### src/rtl/mem_access_ctrl.sv
// Memory-stage load/store controller. Accepts one aligned memory instruction
// at a time from the MEM stage, runs a single req/ack DRAM transaction with
// variable latency, and reports completion, load data, misalignment and bus
// timeouts. The upstream pipeline is stalled while a transaction is in flight.
module mem_access_ctrl #(
  parameter int unsigned TIMEOUT_CYC = 255  // REQ cycles without ack before bus error; 0 = never
) (
  input  logic        cpu_clk,
  input  logic        cpu_rstn,
  input  logic        ex_valid,
  input  logic        ex_we,
  input  logic [1:0]  ex_size,
  input  logic [31:0] ex_addr,
  input  logic [31:0] ex_wdata,
  output logic        stall,
  output logic        dram_req,
  output logic        dram_we,
  output logic [29:0] dram_addr,
  output logic [3:0]  dram_wstrb,
  output logic [31:0] dram_wdata,
  input  logic        dram_ack,
  input  logic [31:0] dram_rdata,
  output logic        mem_done,
  output logic        ld_valid,
  output logic [31:0] ld_data,
  output logic [1:0]  ld_size,
  output logic        misalign,
  output logic        bus_err
);

  typedef enum logic [1:0] {
    IDLE = 2'd0,
    REQ  = 2'd1,
    DONE = 2'd2
  } state_t;

  // Counter is wide enough to reach TIMEOUT_CYC-1; it simply wraps when the
  // timeout is disabled.
  localparam int unsigned CW = (TIMEOUT_CYC < 2) ? 1 : $clog2(TIMEOUT_CYC + 1);
  localparam logic [CW-1:0] TMO_LAST = CW'(TIMEOUT_CYC - 1);

  state_t        state, state_nxt;
  logic [CW-1:0] cyc_cnt;
  logic          we_q;
  logic [1:0]    size_q;
  logic [1:0]    off_q;
  logic          err_q;

  logic          aligned;
  logic          accept;
  logic          tmo_hit;
  logic [3:0]    wstrb_nxt;
  logic [31:0]   wdata_nxt;
  logic [31:0]   ld_aligned;

  // Alignment check and store lane generation for the instruction in MEM.
  // NOTE: every signal assigned in an always_comb gets a default first so no
  // path leaves it unassigned and no latch is inferred.
  always_comb begin
    aligned   = 1'b0;
    wstrb_nxt = 4'b0000;
    wdata_nxt = ex_wdata;
    case (ex_size)
      2'b00: begin
        aligned   = 1'b1;
        wstrb_nxt = 4'b0001 << ex_addr[1:0];
        wdata_nxt = {4{ex_wdata[7:0]}};
      end
      2'b01: begin
        aligned   = ~ex_addr[0];
        wstrb_nxt = 4'b0011 << ex_addr[1:0];
        wdata_nxt = {2{ex_wdata[15:0]}};
      end
      2'b10: begin
        aligned   = (ex_addr[1:0] == 2'b00);
        wstrb_nxt = 4'b1111;
        wdata_nxt = ex_wdata;
      end
      default: aligned = 1'b0;
    endcase
    if (!ex_we) wstrb_nxt = 4'b0000;
  end

  // Right-align the addressed lane(s) of the read word, zero-extended.
  always_comb begin
    ld_aligned = dram_rdata;
    case (size_q)
      2'b00: begin
        case (off_q)
          2'd0:    ld_aligned = {24'b0, dram_rdata[7:0]};
          2'd1:    ld_aligned = {24'b0, dram_rdata[15:8]};
          2'd2:    ld_aligned = {24'b0, dram_rdata[23:16]};
          default: ld_aligned = {24'b0, dram_rdata[31:24]};
        endcase
      end
      2'b01:   ld_aligned = off_q[1] ? {16'b0, dram_rdata[31:16]} : {16'b0, dram_rdata[15:0]};
      default: ld_aligned = dram_rdata;
    endcase
  end

  // Timeout fires on the TIMEOUT_CYC-th REQ cycle; an ack in that same cycle wins.
  assign tmo_hit = (TIMEOUT_CYC != 0) && (cyc_cnt == TMO_LAST);

  // State register.
  // NOTE: sequential state is written with non-blocking assignments so every
  // flop samples pre-edge values regardless of block ordering.
  always_ff @(posedge cpu_clk or negedge cpu_rstn) begin
    if (!cpu_rstn) state <= IDLE;
    else           state <= state_nxt;
  end

  // Next-state and handshake/status outputs. Gating with cpu_rstn keeps
  // stall and misalign low for the whole time reset is held.
  always_comb begin
    state_nxt = state;
    accept    = 1'b0;
    stall     = 1'b0;
    misalign  = 1'b0;
    mem_done  = 1'b0;
    ld_valid  = 1'b0;
    bus_err   = 1'b0;
    case (state)
      IDLE: begin
        if (ex_valid && cpu_rstn) begin
          if (aligned) begin
            accept    = 1'b1;
            stall     = 1'b1;
            state_nxt = REQ;
          end else begin
            misalign  = 1'b1;
          end
        end
      end
      REQ: begin
        stall = 1'b1;
        if (dram_ack || tmo_hit) state_nxt = DONE;
      end
      DONE: begin
        mem_done  = 1'b1;
        ld_valid  = ~we_q;
        bus_err   = err_q;
        state_nxt = IDLE;
      end
      default: state_nxt = IDLE;
    endcase
  end

  // DRAM port registers, latched instruction fields and the REQ cycle counter.
  always_ff @(posedge cpu_clk or negedge cpu_rstn) begin
    if (!cpu_rstn) begin
      dram_req   <= 1'b0;
      dram_we    <= 1'b0;
      dram_addr  <= '0;
      dram_wstrb <= '0;
      dram_wdata <= '0;
      we_q       <= 1'b0;
      size_q     <= '0;
      off_q      <= '0;
      err_q      <= 1'b0;
      cyc_cnt    <= '0;
    end else if (accept) begin
      dram_req   <= 1'b1;
      dram_we    <= ex_we;
      dram_addr  <= ex_addr[31:2];
      dram_wstrb <= wstrb_nxt;
      dram_wdata <= wdata_nxt;
      we_q       <= ex_we;
      size_q     <= ex_size;
      off_q      <= ex_addr[1:0];
      err_q      <= 1'b0;
      cyc_cnt    <= '0;
    end else if (state == REQ) begin
      cyc_cnt <= cyc_cnt + CW'(1);
      if (dram_ack) begin
        dram_req <= 1'b0;
        err_q    <= 1'b0;
      end else if (tmo_hit) begin
        dram_req <= 1'b0;
        err_q    <= 1'b1;
      end
    end
  end

  // Load result registers: hold until the next load completes.
  always_ff @(posedge cpu_clk or negedge cpu_rstn) begin
    if (!cpu_rstn) begin
      ld_data <= '0;
      ld_size <= '0;
    end else if (state == REQ && !we_q && (dram_ack || tmo_hit)) begin
      ld_data <= dram_ack ? ld_aligned : 32'h0;
      ld_size <= size_q;
    end
  end

endmodule

### config.mk
export PLATFORM = sky130hd
export DESIGN_NAME = mem_access_ctrl
export DESIGN_NICKNAME = d
export VERILOG_FILES = /design/src/rtl/mem_access_ctrl.sv
export SDC_FILE = /design/constraint.sdc
export NUM_CORES = 1
export LEC_CHECK = 0
export CAP_MARGIN = 20
export CORE_ASPECT_RATIO = 1.25
export CORE_MARGIN = 2
export CORE_UTILIZATION = 47
export CTS_BUF_LIST = sky130_fd_sc_hd__clkbuf_4 sky130_fd_sc_hd__clkbuf_8 sky130_fd_sc_hd__clkbuf_16
export CTS_CLUSTER_SIZE = 10
export DETAILED_ROUTE_END_ITERATION = 12
export HOLD_SLACK_MARGIN = 0.03
export PLACE_DENSITY = 0.9
export SYNTH_ARGS = -nofsm -noshare
export SYNTH_HDL_FRONTEND = slang
export SYNTH_SLANG_ARGS = --single-unit
### constraint.sdc
create_clock -name cpu_clk -period 5 [get_ports cpu_clk]
set_clock_uncertainty 0.1 [all_clocks]
set_input_delay 1.5 -clock cpu_clk [delete_from_list [all_inputs] [get_ports cpu_clk]]
set_output_delay 1.5 -clock cpu_clk [all_outputs]
set_load 0.01 [all_outputs]
==> metrics.md <==
| Metric | Value |
|---|---|
| Failing checks | design-rule violations |
| CTS root buf | clkbuf_16 |
| CP Class | input pin to primary output |
| Crit end category | primary output |
| Yosys warnings | 0 |
| Max-Cap Viols | 0 |
| RSZ-0062 raised after global routing | false |
| Core Rows | 43 |
| Worst setup path start | ex_addr[0] |
| Drt via density | 5.56 |
| Clk slew on worst S/H paths | 50 ps |
| Worst EP arrival | 3130 ps |
| Area growth from synthesis to layout | 52.9% |
| Setup TNS | 0 ps |
| Antenna Cells | 0 |
| Final Core Density | 73.8% |
| Simple-gate share of the synthesized area | 10.4% |
| Die Y-Extent | 124 microns |
| Post-synth EDFFs | 0 |
| XOR/XNOR share of the synthesized area | 0% |
| Cells after Synth | 451 |
| PD cells | 508 nW/um^2 |
| Final setup vio count | 0 |
| Critical hold path startpoint | dram_wdata[15]$_DFFE_PN0P_ |
| Via count | 4,486 |
| Ys flop type | dfrtp_1 |
| Placer Congestion | 0.896 |
| Post-synthesis compound-gate area fraction | 14.3% |
| Post-synth cell types | 40 |
| Clk_lat worst skew | 410 ps |
| PortBufs | 209 |
| Slew margin rel. | 45.0% |
| Drt drc | 2 |
| Synth async-reset ratio | 100% |
| GRT Residual Overflow | 0 |
| Leak | 0.00368 uW |
| Layout cells sized above 1 | 13.8% |
| DR pass1 iterations | 11 |
| CTS tree | built |
| Pin count of the biggest net entering global routing | 84 |
| R2R Path Start | state[1]$_DFFE_PN0P_ |
| Final count of hold timing violations | 0 |
| Final WL | 16,000 microns |
| First-pass GRT wire length | 24,600 microns |
| Worst-Margin Slew | 825 ps |
| Initial core utilization | 48.3% |
| Drt first-iter violations | 338 |
| Status | finished with violations |
| Nets | 764 |
| Multiplexer area fraction after synthesis | 16.9% |
| Total Power | 4170 uW |
| Die W | 99.6 microns |
| Seq cells post-synth | 117 |
| Largest family of logic cells by synthesized area | multiplexers |
| # fillers | 740 |
| Mean Syn Cell Area | 11.9 sq um |
| Gr usage total | 26.1% |
| Synthesized Nets | 556 |
| Core area | 11,100 sq um |
| Drt wl/cell | 19.8 microns |
| Most common cell after layout, fill and taps aside | clkdlybuf4s50_1 |
| Postcts setup bufs | 0 |
| Ports | 210 |
| HP Class | flip-flop to flip-flop |
| Clock sinks | 117 |
| CTS Hold Bufs | 0 |
| Post-DP HPWL | 11,300 microns |
| Htree depth | 4 |
| Worst EP required | 3400 ps |
| Startpoint Class | input pin |
| Period minus WS final | 4730 ps |
| Synth Cell Area | 5370 sq um |
| Post-route clock period utilization | 94.5% |
| Cts repair resizes | 0 |
| Fin. max-slew vios | 0 |
| Most frequent cells in the layout | clkdlybuf4s50_1, dfrtp_1, mux2_4 |
| Antenna viol nets, final | 0 |
| Number of CTS-inserted buffers | 17 |
| Seq/Total Area, Yosys | 54.5% |
| Number of global-route vias before repair | 4,594 |
| Max clock buf depth | 2 |
| Antenna violations before repair | 0 |
| Post-synthesis adder-cell area fraction | 0.466% |
| Area of the die | 12,300 sq um |
| Crit Path Max Fanout | 2 |
| F_max | 212 MHz |
| Maximum vdd drop | 0.000274 V |
-- per-stage QoR --
step	hold WS (ps)	setup WS [ps]	instances	cell area, sq um
after global routing	404	177	807	8220
after detailed placement	373	289	774	7530
after CTS	382	280	806	8190
after floorplan	354	1060	451	5370
after global placement	363	303	774	7530
final	378	273	807	8220
-- cells by family after synthesis --
logic type	count (synthesis)
compound gates	118
flops	117
simple gates	113
mux	69
buf+inv	32
fa+ha+maj	2
-- cells in the mapped netlist, drive strengths merged, types with 6 or more instances --
cell,instances,area share [%]
a21oi,28,2.6
a221o,8,1.5
a22o,16,2.6
a32o,8,1.5
buf,17,2.4
clkbuf,12,0.84
dfrtp,117,54
mux2,45,12
mux2i,24,4.5
nand2,43,3.1
nand2b,10,1.2
nand3,6,0.56
nor2,22,1.6
nor2b,9,1.0
nor3,7,0.65
o21ai,44,4.1
-- registers in the layout (all words and copies together) (netlist names) --
name / flops
state: 2
we_q: 1
dram_req: 1
ld_data: 32
dram_wstrb: 4
cyc_cnt: 8
ld_size: 2
dram_wdata: 32
dram_addr: 30
size_q: 2
err_q: 1
off_q: 2
-- path summary, 6_finish.rpt --
kind	depth (start not counted)	slack [ps]	endpoint
max in group asynchronous	4	2650	ld_data[1]$_DFFE_PN0P_
max	5	270	stall
min	2	380	dram_wdata[15]$_DFFE_PN0P_
min reg2reg	2	380	dram_wdata[15]$_DFFE_PN0P_
min in group asynchronous	2	1030	dram_addr[29]$_DFFE_PN0P_
max reg2reg	5	2360	dram_addr[4]$_DFFE_PN0P_
-- area by class of cell --
type | instances | area, sq um | area share [%]
repair buffers | 218 | 2180 | 26.5
inverters | 3 | 11.3 | 0.137
multi-input cells | 302 | 2270 | 27.6
flip-flops and latches | 117 | 2930 | 35.6
clock buffers | 20 | 460 | 5.60
well taps | 135 | 169 | 2.06
clock inverters | 12 | 200 | 2.44
-- critical path, stage by stage --
cell,delay (ps)
clkdlybuf4s50_1,450
nor3_1,430
o21ai_4,110
nand2_1,110
clkdlybuf4s50_1,540
-- power by group --
part	switching [uW]	internal, uW
combinational	520	834
sequential	226	1240
clock	433	915
total	1180	2990
-- metal layers --
layer	up-vias	global-route usage (%)	wire length (microns)	part of all wire (%)
li1	2040	-	-	-
met1	2194	31.5	5980	37
met2	222	44.5	8370	52
met3	30	6.50	1260	7.9
met4	0	11.6	400	2.5
met5	-	0	0	0
No activity file was read; power rests on OpenSTA's default activity.
